File: config.mk
export PLATFORM = sky130hd
export DESIGN_NAME = karatsuba_poly_mult_postprocessor
export DESIGN_NICKNAME = d
export VERILOG_FILES = /design/src/rtl/kpm_pkg.sv /design/src/rtl/coef_fold_unit.sv /design/src/rtl/kpm_dff.sv /design/src/rtl/karatsuba_poly_mult_postprocessor.sv
export SDC_FILE = /design/constraint.sdc
export NUM_CORES = 1
export LEC_CHECK = 0
export CAP_MARGIN = 5
export CORE_AREA = 2 2 86 88
export DETAILED_ROUTE_END_ITERATION = 8
export DIE_AREA = 0 0 88 90
export PLACE_DENSITY = 0.57
export RECOVER_POWER = 25
export SLEW_MARGIN = 20
export SYNTH_ARGS = -nofsm -noshare
export SYNTH_HDL_FRONTEND = slang
export SYNTH_HIERARCHICAL = 1
export SYNTH_SLANG_ARGS = --single-unit
File: constraint.sdc
create_clock -name clk -period 2.1 [get_ports clk]
set_clock_uncertainty 0.1 [all_clocks]
set_input_delay 0.63 -clock clk [delete_from_list [all_inputs] [get_ports clk]]
set_output_delay 0.63 -clock clk [all_outputs]
set_load 0.005 [all_outputs]
File: src/rtl/kpm_pkg.sv
// Shared definitions for the Karatsuba product post-processor: FSM encoding
// and the fold index width helper.
package kpm_pkg;

   typedef enum logic [1:0] {
      IDLE = 2'd0,
      FOLD = 2'd1,
      DONE = 2'd2
   } kpm_state_e;

   // Width of the coefficient index counter for a ring of degree d.
   function automatic int kpm_idx_w(input int d);
      return (d > 1) ? $clog2(d) : 1;
   endfunction

endpackage

File: src/rtl/coef_fold_unit.sv
// Single-coefficient fold: s = lo - hi (negacyclic), or lo + hi when
// KPM_POSTPROC_CYCLIC_EN is defined. Arithmetic wraps mod 2^N.
module coef_fold_unit #(
   parameter int N = 4
) (
   input  logic [N-1:0] lo,
   input  logic [N-1:0] hi,
   output logic [N-1:0] s
);

`ifdef KPM_POSTPROC_CYCLIC_EN
   assign s = lo + hi;
`else
   assign s = lo - hi;
`endif

endmodule

File: src/rtl/kpm_dff.sv
// Enabled D flip-flop bank with asynchronous active-low clear.
module kpm_dff #(
   parameter int W = 1
) (
   input  logic         clk,
   input  logic         rst_n,
   input  logic         en_i,
   input  logic [W-1:0] d_i,
   output logic [W-1:0] q_o
);

   always_ff @(posedge clk or negedge rst_n) begin
      if (!rst_n) begin
         q_o <= '0;
      end else if (en_i) begin
         q_o <= d_i;
      end
   end

endmodule

File: src/rtl/karatsuba_poly_mult_postprocessor.sv
// Reduces a (2D-1)-coefficient product modulo x^D + 1 (x^D - 1 when
// KPM_POSTPROC_CYCLIC_EN is defined), one coefficient per cycle.
//
//   state | meaning
//   IDLE  | waiting for a product; in_ready high
//   FOLD  | writing r[k] for k = 0..D-1, one per cycle
//   DONE  | r complete, out_valid held until out_ready
module karatsuba_poly_mult_postprocessor
   import kpm_pkg::*;
#(
   parameter int N = 4,
   parameter int D = 4
) (
   input  logic                   clk,
   input  logic                   rst,
   input  logic                   in_valid,
   output logic                   in_ready,
   input  logic [(2*D-1)*N-1:0]   p,
   output logic                   out_valid,
   input  logic                   out_ready,
   output logic [D*N-1:0]         r,
   output logic                   busy
);

   localparam int KW = kpm_idx_w(D);
   localparam int PW = (2*D-1)*N;
   localparam logic [KW-1:0] K_LAST = KW'(D-1);

   kpm_state_e    state_q;
   logic [KW-1:0] k_q;
   logic          out_valid_q;
   logic          busy_q;

   logic          accept;
   logic [PW-1:0] prod_q;
   logic [N-1:0]  prod_coef [2*D];
   logic [N-1:0]  fold_lo;
   logic [N-1:0]  fold_hi;
   logic [N-1:0]  fold_s;
   logic [D-1:0]  r_wr;

   assign in_ready  = (state_q == IDLE);
   assign accept    = in_valid && in_ready;
   assign out_valid = out_valid_q;
   assign busy      = busy_q;

   kpm_dff #(.W(PW)) u_prod_reg (
      .clk   (clk),
      .rst_n (rst),
      .en_i  (accept),
      .d_i   (p),
      .q_o   (prod_q)
   );

   // Coefficient 2D-1 does not exist; padding with zero lets the top half be
   // addressed as {1, k} so the last fold degenerates to r[D-1] = p[D-1].
   for (genvar g = 0; g < 2*D-1; g++) begin : g_coef
      assign prod_coef[g] = prod_q[g*N +: N];
   end
   assign prod_coef[2*D-1] = '0;

   assign fold_lo = prod_coef[{1'b0, k_q}];
   assign fold_hi = prod_coef[{1'b1, k_q}];

   coef_fold_unit #(.N(N)) u_fold (
      .lo (fold_lo),
      .hi (fold_hi),
      .s  (fold_s)
   );

   for (genvar g = 0; g < D; g++) begin : g_r
      localparam logic [KW-1:0] KG = KW'(g);
      assign r_wr[g] = (state_q == FOLD) && (k_q == KG);

      kpm_dff #(.W(N)) u_r_reg (
         .clk   (clk),
         .rst_n (rst),
         .en_i  (r_wr[g]),
         .d_i   (fold_s),
         .q_o   (r[g*N +: N])
      );
   end

   always_ff @(posedge clk or negedge rst) begin
      if (!rst) begin
         state_q     <= IDLE;
         k_q         <= '0;
         out_valid_q <= 1'b0;
         busy_q      <= 1'b0;
      end else begin
         case (state_q)
            IDLE: begin
               if (accept) begin
                  state_q <= FOLD;
                  k_q     <= '0;
                  busy_q  <= 1'b1;
               end
            end
            FOLD: begin
               if (k_q == K_LAST) begin
                  state_q     <= DONE;
                  k_q         <= '0;
                  out_valid_q <= 1'b1;
               end else begin
                  k_q <= k_q + KW'(1);
               end
            end
            DONE: begin
               if (out_ready) begin
                  state_q     <= IDLE;
                  out_valid_q <= 1'b0;
                  busy_q      <= 1'b0;
               end
            end
            default: begin
               state_q     <= IDLE;
               k_q         <= '0;
               out_valid_q <= 1'b0;
               busy_q      <= 1'b0;
            end
         endcase
      end
   end

endmodule

# After elaboration in Yosys (flattened, before gate mapping)

Cells that the tools add are included.

Output and inout bits: 19
Register bits: 50
Input bits: 32
Word-level logic and storage cells: 55

Add/subtract/negate cells: 2
Bitwise operators: 5
Equality and inequality tests: 8
Reduce and logical (&&, ||, !) cells: 11
$lt $le $gt $ge: 2
Mux-type cells: 18

Operator list:

| cell                  | number |
|---|---|
| $bmux W4 S3           | 2 |
| $mux W4               | 4 |
| $pmux W2 S3           | 2 |
| $mux W2               | 5 |
| $reduce_and A3 Y1     | 3 |
| $ge A4 B4 Y1 const B  | 2 |
| $eq A2 B2 Y1 const B  | 3 |
| $pmux W1 S3           | 2 |
| $logic_and A1 B1 Y1   | 5 |
| $eq A2 B1 Y1 const B  | 2 |
| $logic_not A2 Y1      | 2 |
| $ne A2 B1 Y1 const B  | 2 |
| $not A2 Y4            | 1 |
| $not A3 Y4            | 1 |
| $sub A4 B4 Y4         | 1 |
| $mux W1               | 3 |
| $not A1 Y1            | 3 |
| $add A2 B1 Y2 const B | 1 |
| $ne A2 B2 Y1 const B  | 1 |
| $reduce_and A2 Y1     | 1 |

# Depth between registers and ports, before layout

Depth after elaboration: 5
Mapped depth: 10
Gate-level depth less buffers: 9

# By module

Netlist, hierarchy kept.

Modules (own cells, without submodules):

| module                            | area an instance (um^2) | cells each | times used | sequential area each (um^2) |
|---|---|---|---|---|
| kpm_dff at u_prod_reg             | 1142.3                  | 59         | 1          | 700.7 |
| kpm_dff at g_r[0].u_r_reg ...     | 145.1                   | 8          | 4          | 100.1 |
| karatsuba_poly_mult_postprocessor | 543.0                   | 55         | 1          | 150.1 |
| coef_fold_unit                    | 116.4                   | 15         | 1          | 0.0 |

# Worst setup path before layout

No wires, ideal clock.

Path type: register -> register
From: reg k_q[0]
To: reg g_r[3].u_r_reg.q_o[3]
Arrival time: 2.013 ns
Cell stages (with the launch flop): 8
Data required time: 1.875 ns
Path buffers: 1
Slack: -0.138 ns
Clock period less this slack: 2.238 ns
Setup time: 0.125 ns
Cells stage by stage: dfrtp_1 buf_6 mux4_2 ha_1 a21oi_1 o21ai_1 xnor2_1 mux2_2

Longest elaborated chain between the ends: 5
Elaborated cells on any way between the ends: 11
Those cells by class: add/sub: 1; eq/ne: 1; mux: 6; bitwise: 2; reduce/logical: 1

Ends and longest elaborated chain:

| what                                       | RTL line                                 | text |
|---|---|---|
| from (decl)                                | karatsuba_poly_mult_postprocessor.sv:30  | `logic [KW-1:0] k_q;` |
| from (signal assigned)                     | karatsuba_poly_mult_postprocessor.sv:105 | `k_q <= k_q + KW'(1);` |
| $not A2 Y4 (implied by the code)           | karatsuba_poly_mult_postprocessor.sv:62  | `assign fold_lo = prod_coef[{1'b0, k_q}];` |
| $bmux W4 S3                                | karatsuba_poly_mult_postprocessor.sv:62  |  |
| $mux W4 (implied by the code) (2 in a row) | karatsuba_poly_mult_postprocessor.sv:62  |  |
| via fold_lo[2]                             | karatsuba_poly_mult_postprocessor.sv:37  | `logic [N-1:0] fold_lo;` |
| $sub A4 B4 Y4                              | coef_fold_unit.sv:14                     | `assign s = lo - hi;` |
| via fold_s[3]                              | karatsuba_poly_mult_postprocessor.sv:39  | `logic [N-1:0] fold_s;` |
| to (signal assigned)                       | kpm_dff.sv:16                            | `q_o <= d_i;` |
| to (decl)                                  | kpm_dff.sv:9                             | `output logic [W-1:0] q_o` |

The timed path passes the listed nets, and every way through them passes these cells. The select of a mux whose other input is x is not followed.
A chain may end at the register's enable or synchronous reset.

# Final worst setup path

From: reg k_q[0]
To: reg g_r[1].u_r_reg.q_o[2]

Longest elaborated chain between the ends: 5
Elaborated cells on any way between the ends: 11
Those cells by class: add/sub: 1; eq/ne: 1; mux: 6; bitwise: 2; reduce/logical: 1

Ends and longest elaborated chain:

| what                                       | RTL line |
|---|---|
| $not A2 Y4 (implied by the code)           | karatsuba_poly_mult_postprocessor.sv:62 |
| $bmux W4 S3                                | karatsuba_poly_mult_postprocessor.sv:62 |
| $mux W4 (implied by the code) (2 in a row) | karatsuba_poly_mult_postprocessor.sv:62 |
| via fold_lo[1]                             | karatsuba_poly_mult_postprocessor.sv:37 |
| $sub A4 B4 Y4                              | coef_fold_unit.sv:14 |
| via fold_s[2]                              | karatsuba_poly_mult_postprocessor.sv:39 |
| to (signal assigned)                       | kpm_dff.sv:16 |
| to (decl)                                  | kpm_dff.sv:9 |

The timed path passes the listed nets, and every way through them passes these cells. The select of a mux whose other input is x is not followed.

==> results.cfg <==
[worst_setup_path]
critPathArrivalTime_ps = 2340
crit_type = flip-flop to flip-flop
cp_max_fo = 4
startpoint_type = flip-flop
cp-end-kind = flip-flop
r2r_start = k_q[0]
required_ps = 2180
worstSetupStartpoint = k_q[0]

[floorplanning]
coreArea_um2 = 7020
io_pins = 51
rows = 31
die_y_um = 90
start_util_pct = 33.9
die_x_um = 88
dieArea_um2 = 7920

[global_routing]
grt_overflow = 0
grt_max_degree = 31
antenna_found_initial = 0
grt_use_total_pct = 12.5
grt_pass1_wl_um = 7640
grt_pass1_vias = 1578

[pwr]
cellPowerDensity_nw_per_um2 = 1780
vdd_drop_max_uv = 650
p_total_mw = 5.96
p_leak_nw = 1.48

[detailed_routing]
ant_nets = 0
wire_per_inst_um = 13.5
drc_errors = 0
drtIter0Drc = 75
routed_wl_um = 4540
via_per_inst = 4.39
vias = 1474
dr.pass1.iters = 4

[final_layout]
syn2layout_area_growth_pct = 40.2
diodes = 0
drive_gt1_share_pct = 40.5
final_cell_mix = dfrtp_1 (49), clkdlybuf4s50_1 (48), mux2_4 (31)
fin_cells = 336
nets = 276
final_common_cell = dfrtp_1
fin_util_pct = 47.6

[synthesis]
ys_seq_area_share_pct = 52.5
ys_warn_count = 6
netlist_instances = 161
ys_ff_latch = 50
synth_nets = 201
syn_area_per_cell_um2 = 14.8
netlist_area_um2 = 2380
synth_cell_types = 28

[place]
placement.io_buffers = 50
routabilityCongestion = 0.778
dp_hpwl_um = 3400
dpl_worst_slack_ps = -228
place_inst = 323

[timing]
setup_viol = 12
fmax_ghz = 0.443
setup_slack_ps = -158
max_slew_margin_pct = 30.6
hold_viol_final = 0
rsz0062_at_grt = yes
fin_crit_sh_pct = 108
worst_pin_slew_ps = 1040
final_max_slew_viol_count = 0
period_minus_slack_ps = 2260
setup_tns_ps = -1400

[clocking]
cts_buffers = 5
clk_path_buf_depth = 2
htreeDepth = 2
clock_latency_ps = 300
cts_tree = done
cts_sinks = 50
cts_root_buf = clkbuf_8
path_clk_slew_ps = 80
ctsHoldBuffers = 0

[outcome]
violations = negative setup slack
status = complete, but fails checks

[hold_path]
hold_class = input pin to asynchronous set/reset pin

[run]
cap_violations = 0
==> state kept, by name, summed over array words and instances (netlist names) <==
| register | flops |
|---|---|
| u_prod_reg/q_o | 28 |
| k_q | 2 |
| state_q | 2 |
| busy | 1 |
| g_r.u_r_reg/q_o | 16 |
| out_valid | 1 |
==> synthesized netlist by cell type <==
cell type / count / share of area, %
a21oi_1: 4 / 0.84
a22o_1: 1 / 0.37
a22o_2: 1 / 0.42
a31o_2: 1 / 0.37
and2_1: 5 / 1.3
and2b_2: 1 / 0.37
buf_12: 2 / 1.7
buf_2: 1 / 0.21
buf_6: 2 / 0.95
dfrtp_1: 50 / 53
fa_1: 1 / 0.84
ha_1: 7 / 3.7
inv_1: 10 / 1.6
mux2_2: 24 / 11
mux2_4: 20 / 13
mux2i_1: 4 / 1.7
mux4_1: 2 / 2.2
mux4_2: 2 / 1.9
nand2_1: 5 / 0.79
nand3_1: 1 / 0.21
nor2_1: 4 / 0.63
nor2b_1: 2 / 0.53
nor2b_2: 1 / 0.37
o21ai_0: 5 / 1.1
o21ai_1: 1 / 0.21
o22ai_1: 1 / 0.26
xnor2_1: 1 / 0.37
xor2_1: 2 / 0.74
==> stage by stage <==
step | hold slack (ps) | instance area, µm²
6_report | 393 | 3340
5_1_grt | 436 | 3340
4_1_cts | 192 | 3300
3_5_place_dp | 397 | 3120
3_3_place_gp | 385 | 3120
2_1_floorplan | 234 | 2390
==> cells by family (layout without fill, tap and decap cells) <==
logic type / after synthesis / in the layout / synth area share, %
adders and majority gates: 8 / 8 / 4.52
xor gates and xnor gates: 3 / 3 / 1.10
AOI/OAI and AO/OA: 14 / 14 / 3.52
DFF: 50 / 50 / 52.5
buffers and inverters: 15 / 91 / 4.41
muxes: 52 / 52 / 29.7
and+or+nand+nor: 19 / 19 / 4.20
==> power by group <==
| group | internal (mW) | switching (mW) | leakage, nW |
|---|---|---|---|
| Sequential | 1.47 | 0.292 | 0.588 |
| Clock | 0.266 | 0.301 | 0.0482 |
| Combinational | 2.24 | 1.39 | 0.847 |
==> per-layer routing <==
| metal | track usage [%] | vias up | share of wire [%] |
|---|---|---|---|
| li1 | - | 708 | - |
| met1 | 17.9 | 722 | 49 |
| met2 | 18.6 | 38 | 46 |
| met3 | 2.94 | 6 | 4.2 |
| met4 | 4.23 | 0 | 1.1 |
| met5 | 0 | - | 0 |
==> area by class of cell <==
cell class | instances | area (µm²)
clock inverters | 1 | 5.00
inverters | 10 | 37.5
multi-input cells | 96 | 1140
flip-flops and latches | 50 | 1250
clock buffers | 7 | 86.3
well taps | 99 | 124
fillers | 645 | 3680
repair buffers | 73 | 696
==> critical path: stages (launching register included) <==
cell     delay [ps]
dfrtp_2         400
buf_4           130
mux4_2          520
buf_4           160
fa_2            400
xor2_2          180
mux2_2          270
==> path summary, 6_finish.rpt <==
path	slack, ps	endpoint	cells past startpoint
hold / removal	390	u_prod_reg/q_o[24]	1
min in group clk	410	u_prod_reg/q_o[5]	1
max in group asynchronous	240	k_q[0]	2
setup reg to reg	-160	g_r[1].u_r_reg/q_o[2]	6
setup / recovery	-160	g_r[1].u_r_reg/q_o[2]	6
hold reg to reg	410	u_prod_reg/q_o[5]	1
==> repair_timing <==
| action | in CTS | in global routing |
|---|---|---|
| resized for setup | 19 | 12 |
| endpoints found under the setup margin | 13 | 13 |
| pin swaps | 1 | 4 |
| buffers inserted | 3 | 2 |
Note: power is estimated with default switching activity, not from simulation.
